--- config.mk ---
export PLATFORM = sky130hd
export DESIGN_NAME = qspi_flash_responder
export DESIGN_NICKNAME = d
export VERILOG_FILES = /design/src/rtl/qspi_pkg.sv /design/src/rtl/qspi_edge_sync.sv /design/src/rtl/qspi_flash_responder.sv
export SDC_FILE = /design/constraint.sdc
export NUM_CORES = 1
export LEC_CHECK = 0
export CAP_MARGIN = 10
export CORE_UTILIZATION = 45
export DETAILED_ROUTE_END_ITERATION = 8
export HOLD_SLACK_MARGIN = 0.06
export PLACE_DENSITY = 0.73
export SETUP_SLACK_MARGIN = 0.3
export SKIP_LAST_GASP = 1
export SLEW_MARGIN = 20
export SYNTH_ARGS = -nofsm -noshare
export SYNTH_HDL_FRONTEND = slang
export SYNTH_HIERARCHICAL = 1
export SYNTH_SLANG_ARGS = --single-unit
--- constraint.sdc ---
create_clock -name clk -period 3.9 [get_ports clk]
set_clock_uncertainty 0.15 [all_clocks]
set_input_delay 0.585 -clock clk [delete_from_list [all_inputs] [get_ports clk]]
set_output_delay 0.585 -clock clk [all_outputs]
set_load 0.005 [all_outputs]
--- src/rtl/qspi_pkg.sv ---
// Shared types and constants for the QSPI flash responder.
package qspi_pkg;

  typedef enum logic [2:0] {
    ST_IDLE,
    ST_CMD,
    ST_ADDR,
    ST_DUMMY,
    ST_DATA,
    ST_IGNORE
  } qspi_resp_state_t;

  localparam logic [7:0] QSPI_OP_READ_QUAD_OUT = 8'h6B;
  localparam logic [7:0] QSPI_OP_READ_QUAD_IO  = 8'hEB;

  localparam int QSPI_SYNC_STAGES = 2;

endpackage

--- src/rtl/qspi_edge_sync.sv ---
// Two-flop synchronizer for one asynchronous input plus single-clk rise/fall pulses.
module qspi_edge_sync
  import qspi_pkg::*;
(
  input  logic clk,
  input  logic rst,
  input  logic async_in,
  output logic level,
  output logic rise,
  output logic fall
);

  logic [QSPI_SYNC_STAGES-1:0] sync_reg;
  logic                        prev_reg;

  // Reset to low so that a line already held low after reset never looks like a fresh fall.
  always_ff @(posedge clk) begin
    if (rst) begin
      sync_reg <= '0;
      prev_reg <= 1'b0;
    end else begin
      sync_reg <= {sync_reg[QSPI_SYNC_STAGES-2:0], async_in};
      prev_reg <= sync_reg[QSPI_SYNC_STAGES-1];
    end
  end

  assign level = sync_reg[QSPI_SYNC_STAGES-1];
  assign rise  = level & ~prev_reg;
  assign fall  = ~level & prev_reg;

endmodule

--- src/rtl/qspi_flash_responder.sv ---
// QSPI flash target answering Fast Read Quad Output (0x6B) from a word-wide memory.
// Optional QSPI_RESP_QUAD_IO_EN also accepts Fast Read Quad I/O (0xEB).
module qspi_flash_responder
  import qspi_pkg::*;
#(
  parameter int ADDR_W       = 24,
  parameter int DUMMY_CYCLES = 8
) (
  input  logic              clk,
  input  logic              rst,
  input  logic              sclk,
  input  logic              csb,
  input  logic [3:0]        io_in,
  output logic [3:0]        io_out,
  output logic              io_oe,
  output logic              mem_req,
  output logic [ADDR_W-3:0] mem_addr,
  input  logic [31:0]       mem_rdata,
  output logic              busy
);

  localparam int CNT_W = 8;

  logic sclk_level_unused, sclk_rise, sclk_fall;
  logic csb_level, csb_rise_unused, csb_fall;
  logic [3:0] io_s;

  qspi_edge_sync u_sclk_sync (
    .clk(clk), .rst(rst), .async_in(sclk),
    .level(sclk_level_unused), .rise(sclk_rise), .fall(sclk_fall)
  );

  qspi_edge_sync u_csb_sync (
    .clk(clk), .rst(rst), .async_in(csb),
    .level(csb_level), .rise(csb_rise_unused), .fall(csb_fall)
  );

  for (genvar gi = 0; gi < 4; gi++) begin : g_io_sync
    logic [QSPI_SYNC_STAGES-1:0] sync_reg;
    always_ff @(posedge clk) begin
      if (rst) sync_reg <= '0;
      else     sync_reg <= {sync_reg[QSPI_SYNC_STAGES-2:0], io_in[gi]};
    end
    assign io_s[gi] = sync_reg[QSPI_SYNC_STAGES-1];
  end

  qspi_resp_state_t  state_reg, state_next;
  logic [6:0]        cmd_reg, cmd_next;
  logic [ADDR_W-1:0] addr_reg, addr_next;
  logic [CNT_W-1:0]  cnt_reg, cnt_next;
  logic              nib_lo_reg, nib_lo_next;
  logic [3:0]        io_out_reg, io_out_next;
  logic              io_oe_reg, io_oe_next;
  logic              mem_req_reg, mem_req_next;
  logic [ADDR_W-3:0] mem_addr_reg, mem_addr_next;
  logic              req_d_reg;
  logic [31:0]       word_reg;

  logic [7:0]        cmd_shift;
  logic [ADDR_W-1:0] addr_shift;
  logic [ADDR_W-1:0] addr_inc;
  logic [CNT_W-1:0]  addr_last;
  logic [7:0]        cur_byte;

`ifdef QSPI_RESP_QUAD_IO_EN
  logic quad_reg, quad_next;
  assign addr_shift = quad_reg ? {addr_reg[ADDR_W-5:0], io_s}
                               : {addr_reg[ADDR_W-2:0], io_s[0]};
  assign addr_last  = quad_reg ? CNT_W'(ADDR_W/4 - 1) : CNT_W'(ADDR_W - 1);
`else
  logic unused_io;
  assign unused_io  = ^io_s[3:1];
  assign addr_shift = {addr_reg[ADDR_W-2:0], io_s[0]};
  assign addr_last  = CNT_W'(ADDR_W - 1);
`endif

  assign cmd_shift = {cmd_reg, io_s[0]};
  assign addr_inc  = addr_reg + ADDR_W'(1);
  assign cur_byte  = word_reg[{addr_reg[1:0], 3'b000} +: 8];

  always_comb begin
    state_next    = state_reg;
    cmd_next      = cmd_reg;
    addr_next     = addr_reg;
    cnt_next      = cnt_reg;
    nib_lo_next   = nib_lo_reg;
    io_out_next   = io_out_reg;
    io_oe_next    = io_oe_reg;
    mem_req_next  = 1'b0;
    mem_addr_next = mem_addr_reg;
`ifdef QSPI_RESP_QUAD_IO_EN
    quad_next     = quad_reg;
`endif
    if (state_reg != ST_IDLE && csb_level) begin
      state_next = ST_IDLE;
      io_oe_next = 1'b0;
    end else begin
      case (state_reg)
        ST_IDLE: begin
          if (csb_fall) begin
            state_next = ST_CMD;
            cnt_next   = '0;
          end
        end
        ST_CMD: begin
          if (sclk_rise) begin
            cmd_next = cmd_shift[6:0];
            cnt_next = cnt_reg + 1'b1;
            if (cnt_reg == CNT_W'(7)) begin
              cnt_next = '0;
              if (cmd_shift == QSPI_OP_READ_QUAD_OUT) begin
                state_next = ST_ADDR;
`ifdef QSPI_RESP_QUAD_IO_EN
                quad_next  = 1'b0;
              end else if (cmd_shift == QSPI_OP_READ_QUAD_IO) begin
                state_next = ST_ADDR;
                quad_next  = 1'b1;
`endif
              end else begin
                state_next = ST_IGNORE;
              end
            end
          end
        end
        ST_ADDR: begin
          if (sclk_rise) begin
            addr_next = addr_shift;
            cnt_next  = cnt_reg + 1'b1;
            if (cnt_reg == addr_last) begin
              mem_req_next  = 1'b1;
              mem_addr_next = addr_shift[ADDR_W-1:2];
              cnt_next      = '0;
              state_next    = ST_DUMMY;
            end
          end
        end
        // Quad I/O's two mode-byte cycles plus its shortened dummy run equal the full count.
        ST_DUMMY: begin
          if (sclk_rise) begin
            cnt_next = cnt_reg + 1'b1;
            if (cnt_reg == CNT_W'(DUMMY_CYCLES - 1)) begin
              state_next  = ST_DATA;
              nib_lo_next = 1'b0;
            end
          end
        end
        ST_DATA: begin
          if (sclk_fall) begin
            io_oe_next = 1'b1;
            if (!nib_lo_reg) begin
              io_out_next = cur_byte[7:4];
              nib_lo_next = 1'b1;
            end else begin
              io_out_next = cur_byte[3:0];
              nib_lo_next = 1'b0;
              addr_next   = addr_inc;
              if (addr_inc[1:0] == 2'b00) begin
                mem_req_next  = 1'b1;
                mem_addr_next = addr_inc[ADDR_W-1:2];
              end
            end
          end
        end
        ST_IGNORE: io_oe_next = 1'b0;
        default:   state_next = ST_IDLE;
      endcase
    end
  end

  always_ff @(posedge clk) begin
    if (rst) begin
      state_reg    <= ST_IDLE;
      cmd_reg      <= '0;
      addr_reg     <= '0;
      cnt_reg      <= '0;
      nib_lo_reg   <= 1'b0;
      io_out_reg   <= '0;
      io_oe_reg    <= 1'b0;
      mem_req_reg  <= 1'b0;
      mem_addr_reg <= '0;
      req_d_reg    <= 1'b0;
      word_reg     <= '0;
`ifdef QSPI_RESP_QUAD_IO_EN
      quad_reg     <= 1'b0;
`endif
    end else begin
      state_reg    <= state_next;
      cmd_reg      <= cmd_next;
      addr_reg     <= addr_next;
      cnt_reg      <= cnt_next;
      nib_lo_reg   <= nib_lo_next;
      io_out_reg   <= io_out_next;
      io_oe_reg    <= io_oe_next;
      mem_req_reg  <= mem_req_next;
      mem_addr_reg <= mem_addr_next;
      req_d_reg    <= mem_req_reg;
      if (req_d_reg) word_reg <= mem_rdata;
`ifdef QSPI_RESP_QUAD_IO_EN
      quad_reg     <= quad_next;
`endif
    end
  end

  assign io_out   = io_out_reg;
  assign io_oe    = io_oe_reg;
  assign mem_req  = mem_req_reg;
  assign mem_addr = mem_addr_reg;
  assign busy     = (state_reg != ST_IDLE);

endmodule

# ---- Word level (Yosys, flattened, before mapping)
# Cells that the tools add are included.
dict set report classes {
  reduce_logical 18
  shift 1
  n_mux 40
  bitwise 8
  addsub 2
  n_eq_ne 18
}
# cell count
set op_table {}
lappend op_table {{22-bit two-way mux} 5}
lappend op_table {{24-bit two-way mux} 3}
lappend op_table {{8-bit two-way mux} 6}
lappend op_table {{24-bit case mux with 2 select lines} 1}
lappend op_table {{22-bit case mux with 2 select lines} 1}
lappend op_table {{8-bit case mux with 4 select lines} 1}
lappend op_table {{32-bit by 6-bit indexed part select with 8-bit output} 1}
lappend op_table {{24-bit by 1-bit adder with 24-bit output (second input constant)} 1}
lappend op_table {{3-bit two-way mux} 8}
lappend op_table {{2-bit != test (second input constant)} 10}
lappend op_table {{3-bit case mux with 5 select lines} 1}
lappend op_table {{1-bit two-way mux} 10}
lappend op_table {{5-bit AND reduction} 2}
lappend op_table {{8-bit by 1-bit adder with 8-bit output (second input constant)} 1}
lappend op_table {{8-bit by 3-bit == test with 1-bit output (second input constant)} 1}
lappend op_table {{8-bit by 5-bit == test with 1-bit output (second input constant)} 1}
lappend op_table {{8-bit by 7-bit == test with 1-bit output (second input constant)} 1}
lappend op_table {{8-bit AND reduction} 1}
lappend op_table {{7-bit AND reduction} 1}
lappend op_table {{3-bit by 2-bit == test with 1-bit output (second input constant)} 2}
lappend op_table {{3-bit == test (second input constant)} 2}
lappend op_table {{1-bit case mux with 2 select lines} 3}
lappend op_table {{3-bit AND reduction} 2}
lappend op_table {{6-bit AND reduction} 1}
lappend op_table {{other kinds (12)} 21}
dict set report totals {
  in_bits 40
  ff_bits 112
  wordCells 103
  out_inout_bits 29
}

# ---- Longest topological paths before layout
# Gate-level depths: netlist of the first run.
dict set report depth {
  depth_word 6
  mapped_depth 8
  mapped_depth_nobuf 6
}

# ---- Modules after synthesis
# The synthesis of the first run kept the hierarchy.
# module instances seq_area_each_um2 area_per_inst_um2 cells_each
set by_module_without_submodules {}
lappend by_module_without_submodules {qspi_flash_responder 1 2122.0 5171.2 589}
lappend by_module_without_submodules {qspi_edge_sync 2 60.1 91.3 8}

# ---- Least setup slack after synthesis of the first run
# No wires, ideal clock.
dict set report synth_timing {
  path_kind {register to register}
  from {register cnt_reg[0]}
  to {register mem_addr_reg[21] (netlist: mem_addr[21])}
  setup_ns 0.133
  path_stages_with_launch 8
  synth_period_minus_slack_ns 2.232
  t_required_ns 3.617
  setup_slack_ns 1.668
  n_path_buf 2
  t_arrival_ns 1.948
  cell_sequence {dfxtp_1 -> ha_1 -> nor4b_2 -> nand4_1 -> a222oi_1 -> buf_2 -> buf_2 -> a311oi_1}
}
dict set report synth_via {
  elab_chain_cells 3
}
# element line_no
set synth_rtl {}
lappend synth_rtl {{start, declared} qspi_flash_responder.sv:50} ;# logic [CNT_W-1:0] cnt_reg, cnt_next;
lappend synth_rtl {{start signal, assigned} qspi_flash_responder.sv:190} ;# cnt_reg <= cnt_next;
lappend synth_rtl {{8-bit by 5-bit == test with 1-bit output} qspi_flash_responder.sv:129} ;# if (cnt_reg == addr_last) begin
lappend synth_rtl {{2-bit != test (no line)} -}
lappend synth_rtl {{7-bit AND reduction (no line)} -}
lappend synth_rtl {{end signal, assigned} qspi_flash_responder.sv:195} ;# mem_addr_reg <= mem_addr_next;
lappend synth_rtl {{end, declared} qspi_flash_responder.sv:55} ;# logic [ADDR_W-3:0] mem_addr_reg, mem_addr_next;
# No other way between the ends.
# A chain may end at the register's enable or synchronous reset.

# ---- Worst setup path in the final report of the first run
dict set report layout_timing {
  from {register state_reg[2]}
  to {register mem_addr_reg[9] (netlist: mem_addr[9])}
}
dict set report layout_via {
  elab_chain_cells 4
  elab_cells_between_ends 13
  classes_between {eq/ne (7); mux (1); bitwise (1); reduce/logical (4)}
}
# element line_no
set layout_rtl {}
lappend layout_rtl {{start, declared} qspi_flash_responder.sv:47} ;# qspi_resp_state_t state_reg, state_next;
lappend layout_rtl {{start signal, assigned} qspi_flash_responder.sv:187} ;# state_reg <= state_next;
lappend layout_rtl {{parallel branches: the longest is 4 deep, another holds 7-bit AND reduction} -}
# Parallel ways; which one is timed is not known.

==> run summary, run 1 <==
Status - finished with violations
Failing checks - design-rule violations
NetSw - 0.000492 W
Clk_lat worst skew - 0.36 ns
R2R Path Start - state_reg[2]$_SDFFE_PP0P_
Final WL - 11800 um
Comb pwr share - 0.037
I/O Buffers - 65
Total Routing Usage GR - 0.197
Worst-path clk slew - 0.08 ns
Number of max-cap violations - 0
Area grow syn2layout - 18.9%
Cell Area, Synth - 5350 um^2
Switching Fraction - 0.231
Die H - 111 um
Clk pwr share - 0.423
# nets final - 684
DR vias/cell - 5.71
H-tree Lvls - 3
Crit-path max FO - 31
Core area - 11500 um^2
Critical Path AT - 2.97 ns
Drt first pass iters - 7
P_leak - 2.06 nW
Worst-Margin Slew - 0.955 ns
Final period utilization - 0.729
Worst r2r dst - mem_addr[9]$_SDFFE_PP0P_
Required time of the worst setup path - 4.03 ns
# resized after CTS - 0
Filler instances - 1001
Final Hold Fails - 0
Hold buffers post-CTS - 0
Placed Cells - 774
Placer congestion estimate - 0.842
Initial antenna violation count - 0
VDD IR max - 0.000183 V
Dpl hpwl - 8080 um
N_diodes - 0
Largest net degree at the start of global routing - 60
Row cnt - 39
Post-synthesis area per instance - 8.85 um^2
TritonCTS clock tree - yes
Postcts setup bufs - 0
DR iter-0 viols - 263
Max-slew headroom - 0.363
Cts bufs inserted - 9
Sequential power share - 0.541
Peak Freq - 352 MHz
Max Transition Viols Final - 0
Post-route setup TNS - 0 ns
Detail Route Antenna Nets - 0
Register area - 2240 um^2
Via count of the first global-routing pass - 4244
RSZ-0062 raised after global routing - no
Die Wd - 111 um
GRT Residual Overflow - 0
R2r setup slk - 1.06 ns
Syn nets - 646
Power Dens Cells - 335 nW/um^2
Min Clock Period, post-route - 2.84 ns
Path depth of the worst reg2reg path - 6
Hold Path Depth - 1
Worst Hold End - g_io_sync[0].sync_reg[1]$_SDFF_PP0_
Crit path launch type - flip-flop
Multi-input logic area - 2890 um^2
Hold path startpoint - g_io_sync[0].sync_reg[0]$_SDFF_PP0_
Layout cells sized above 1 - 0.0726
Cells after Synth - 604
Root buffer cell - clkbuf_16
Die area - 12300 um^2
DRC Markers - 5
Crit path largest cell delay - 0.78 ns
First-pass GRT wire length - 20000 um
CP Class - reg2reg
CP top delay family - simple AND/OR/NAND/NOR gates
Longest Clk Path Bufs - 2
Routed vias - 4511
Ys Warns - 6
Int Power - 0.00164 W
Final core occ - 0.552
Worst setup EP type - flip-flop
Setup violators final - 0
Crit path cell chain - nor3b_4 > nand2_1 > a222oi_1 > buf_12 > nand2b_1 > o22ai_1
WL/cell - 15.0 um
Initial Util - 0.464
Io pins - 69
Max FFs per register - 32
Slowest cell on crit path - dfxtp_1
Buf/Inv on CP - 1
Hold WC Path Type - reg2reg
Sink Count - 112
Final std cells w/o fill - 790
Pwr Total - 0.00213 W
## final cells by class
class	count	area share
Clock buffer	9	0.0354
Clock inverter	7	0.0100
Timing Repair Buffer	74	0.114
Sequential cell	112	0.353
Tap cell	143	0.0281
Multi-Input combinational cell	435	0.454
Inverter	10	0.00590
## metal layers
layer / up-vias / track usage / part of all wire
met5: - / 0 / 0
met1: 2111 / 0.260 / 0.46
met2: 135 / 0.308 / 0.46
met3: 14 / 0.0470 / 0.059
li1: 2251 / - / -
met4: 0 / 0.0847 / 0.015
## stage by stage
step / hold WS, ns / instance area, um^2 / setup slack, ns
finish: 0.299 / 6360 / 1.06
global route: 0.319 / 6360 / 0.772
CTS: 0.307 / 6360 / 1.04
detailed placement: 0.284 / 6070 / 1.05
global placement: 0.283 / 6070 / 1.12
floorplan: 0.264 / 5350 / 1.67
## power groups by stage
stage	clock network [W]	registers (W)	logic (W)
2_1_floorplan	0	0.00118	0.0000336
3_3_place_gp	0	0.00118	0.0000767
3_5_place_dp	0	0.00118	0.0000780
4_1_cts	0.000918	0.00115	0.0000784
5_1_grt	0.000971	0.00115	0.0000845
6_report	0.000901	0.00115	0.0000782
## layout by cell type, fill, tap and decap left out, types with 4 or more instances in the layout
| master | n |
|---|---|
| nor3_1 | 5 |
| clkdlybuf4s50_1 | 64 |
| nand4_1 | 8 |
| nor2b_1 | 17 |
| xnor2_1 | 8 |
| o21ai_0 | 28 |
| nand3b_1 | 8 |
| a211oi_1 | 19 |
| nor4b_1 | 5 |
| a311oi_1 | 4 |
| clkbuf_16 | 9 |
| mux4_2 | 8 |
| inv_1 | 10 |
| a31oi_1 | 10 |
| nand3_1 | 13 |
| a21oi_1 | 25 |
| nor2_1 | 91 |
| nor4_1 | 8 |
| nand2b_1 | 10 |
| mux2i_1 | 57 |
| buf_4 | 8 |
| or3_1 | 4 |
| dfxtp_1 | 111 |
| a21o_1 | 7 |
| nand2_1 | 43 |
| o22ai_1 | 7 |
## how the worst max path moves through the flow
stage / cells after the start / startpoint / endpoint / slack [ns]
2_1_floorplan: 7 / cnt_reg[0]$_SDFFE_PP0P_ / mem_addr[21]$_SDFFE_PP0P_ / 1.67
3_3_place_gp: 6 / state_reg[2]$_SDFFE_PP0P_ / mem_addr[14]$_SDFFE_PP0P_ / 1.12
3_5_place_dp: 6 / state_reg[2]$_SDFFE_PP0P_ / mem_addr[11]$_SDFFE_PP0P_ / 1.05
4_1_cts: 6 / state_reg[2]$_SDFFE_PP0P_ / mem_addr[11]$_SDFFE_PP0P_ / 1.04
5_1_grt: 6 / state_reg[2]$_SDFFE_PP0P_ / mem_addr[9]$_SDFFE_PP0P_ / 0.77
6_report: 6 / state_reg[2]$_SDFFE_PP0P_ / mem_addr[9]$_SDFFE_PP0P_ / 1.06
Note: power is estimated with default switching activity, not from simulation.
==> run 2, diff against run 1 <==
==> constraint.sdc (replaced) <==
create_clock -name clk -period 2.95 [get_ports clk]
set_clock_uncertainty 0.15 [all_clocks]
set_input_delay 0.4425 -clock clk [delete_from_list [all_inputs] [get_ports clk]]
set_output_delay 0.4425 -clock clk [all_outputs]
set_load 0.005 [all_outputs]
==> run summary, run 2 (synthesis results as in run 1) <==
H-tree Lvls - 3
Worst-path clk slew - 0.07 ns
Total Routing Usage GR - 0.205
Area after DPL - 6090 um^2
Sink Count - 112
Hold WC Path Type - reg2reg
CP Class - reg2reg
Final period utilization - 0.832
Max Transition Viols Final - 0
# nets final - 686
Failing checks - design-rule violations
Largest net degree at the start of global routing - 54
Io pins - 69
Core area - 11500 um^2
Power Dens Cells - 452 nW/um^2
DRC Markers - 4
Highest-count cells in the layout ignoring fill and taps - dfxtp_1 (110), nor2_1 (91), clkdlybuf4s50_1 (64)
Crit-path max FO - 31
Crit path launch type - flip-flop
NetSw - 0.000635 W
Post-route setup TNS - 0 ns
Critical Path AT - 2.56 ns
Final Hold Fails - 0
Max-slew headroom - 0.369
DR iter-0 viols - 250
First-pass GRT wire length - 20700 um
Routed vias - 4513
Initial Util - 0.464
N_diodes - 0
Peak Freq - 407 MHz
Placer congestion estimate - 0.815
Root buffer cell - clkbuf_16
Detail Route Antenna Nets - 0
GRT Residual Overflow - 0
Longest Clk Path Bufs - 2
Switching Fraction - 0.219
VDD IR max - 0.000264 V
Initial antenna violation count - 0
Final Worst Setup Slack - 0.496 ns
Final WL - 12000 um
Path depth of the worst reg2reg path - 7
Min Clock Period, post-route - 2.45 ns
R2r setup slk - 0.50 ns
P_leak - 2.10 nW
Pre-CTS WS - 0.319 ns
Cts bufs inserted - 9
Die Wd - 111 um
WL/cell - 15.2 um
Clk_lat worst skew - 0.36 ns
Via count of the first global-routing pass - 4416
Die area - 12300 um^2
Setup violators final - 0
Final core occ - 0.559
Int Power - 0.00227 W
Number of max-cap violations - 0
Max FFs per register - 32
Sequential power share - 0.524
Worst r2r dst - mem_addr[18]$_SDFFE_PP0P_
Hold path startpoint - u_csb_sync/sync_reg[0]$_SDFF_PP0_
Hold buffers post-CTS - 0
Layout cells sized above 1 - 0.0786
Worst setup EP type - flip-flop
Die H - 111 um
I/O Buffers - 65
Hold Path Depth - 1
Worst Hold End - u_csb_sync/sync_reg[1]$_SDFF_PP0_
Required time of the worst setup path - 3.05 ns
Post-route cell area - 6430 um^2
Comb pwr share - 0.036
Worst-Margin Slew - 0.946 ns
Row cnt - 39
R2R Path Start - cnt_reg[0]$_SDFFE_PP0P_
TritonCTS clock tree - yes
RSZ-0062 raised after global routing - no
Area grow syn2layout - 20.3%
Dpl hpwl - 8220 um
DR vias/cell - 5.70
Status - finished with violations
Clk pwr share - 0.439
Drt first pass iters - 7
Commonest non-fill, non-tap cell in the layout - dfxtp_1
run 2: per-layer routing:
| metal | up-vias | GRT usage | share of wire |
|---|---|---|---|
| met4 | 0 | 0.0883 | 0.014 |
| li1 | 2258 | - | - |
| met2 | 118 | 0.329 | 0.46 |
| met3 | 17 | 0.0541 | 0.056 |
| met5 | - | 0 | 0 |
| met1 | 2120 | 0.260 | 0.47 |
run 2: worst max-delay path by stage:
stage,from,end,slack [ns],depth (start not counted)
6_report,cnt_reg[0]$_SDFFE_PP0P_,mem_addr[18]$_SDFFE_PP0P_,0.50,7
5_1_grt,cnt_reg[0]$_SDFFE_PP0P_,mem_addr[18]$_SDFFE_PP0P_,0.31,7
4_1_cts,cnt_reg[0]$_SDFFE_PP0P_,mem_addr[14]$_SDFFE_PP0P_,0.34,7
3_5_place_dp,state_reg[2]$_SDFFE_PP0P_,mem_addr[13]$_SDFFE_PP0P_,0.32,6
3_3_place_gp,state_reg[2]$_SDFFE_PP0P_,mem_addr[11]$_SDFFE_PP0P_,0.42,6
2_1_floorplan,cnt_reg[0]$_SDFFE_PP0P_,mem_addr[21]$_SDFFE_PP0P_,0.72,7
run 2: layout make-up:
cell class	instances	area [um^2]
fill	1015	5080
clock buffer	10	239
tap	143	179
clock inverter	6	73.8
inverter	10	37.5
timing repair buffer	76	753
multi-input combinational	435	2910
sequential	112	2240
run 2: power by group through the flow:
stage	sequential [W]	combinational, W	clock, W
global placement	0.00156	0.000104	0
detailed placement	0.00156	0.000106	0
floorplan	0.00156	0.0000444	0
global route	0.00152	0.000115	0.00137
CTS	0.00152	0.000106	0.00131
finish	0.00152	0.000106	0.00128
run 2: what timing repair did:
| action | in CTS | in global routing |
|---|---|---|
| pin swaps | 0 | 1 |
| endpoints found under the hold margin | 0 | 0 |
| setup buffers | 0 | 1 |
| gates resized for setup | 1 | 3 |
| endpoints found under the setup margin | 2 | 16 |
run 2: through the flow:
stage	instances	hold slack (ns)	total power, W
3_5_place_dp	775	0.274	0.00166
4_1_cts	791	0.299	0.00294
2_1_floorplan	604	0.264	0.00160
3_3_place_gp	775	0.281	0.00166
6_report	792	0.291	0.00291
5_1_grt	792	0.312	0.00301
run 2: worst max-delay path, cell delays in order (launching register included):
cell and delay [ns]:
dfxtp_1 0.37, ha_1 0.26, nor4b_4 0.30, nand4_1 0.17, a222oi_1 0.50, buf_12 0.26, nor2_1 0.09, a22o_1 0.25
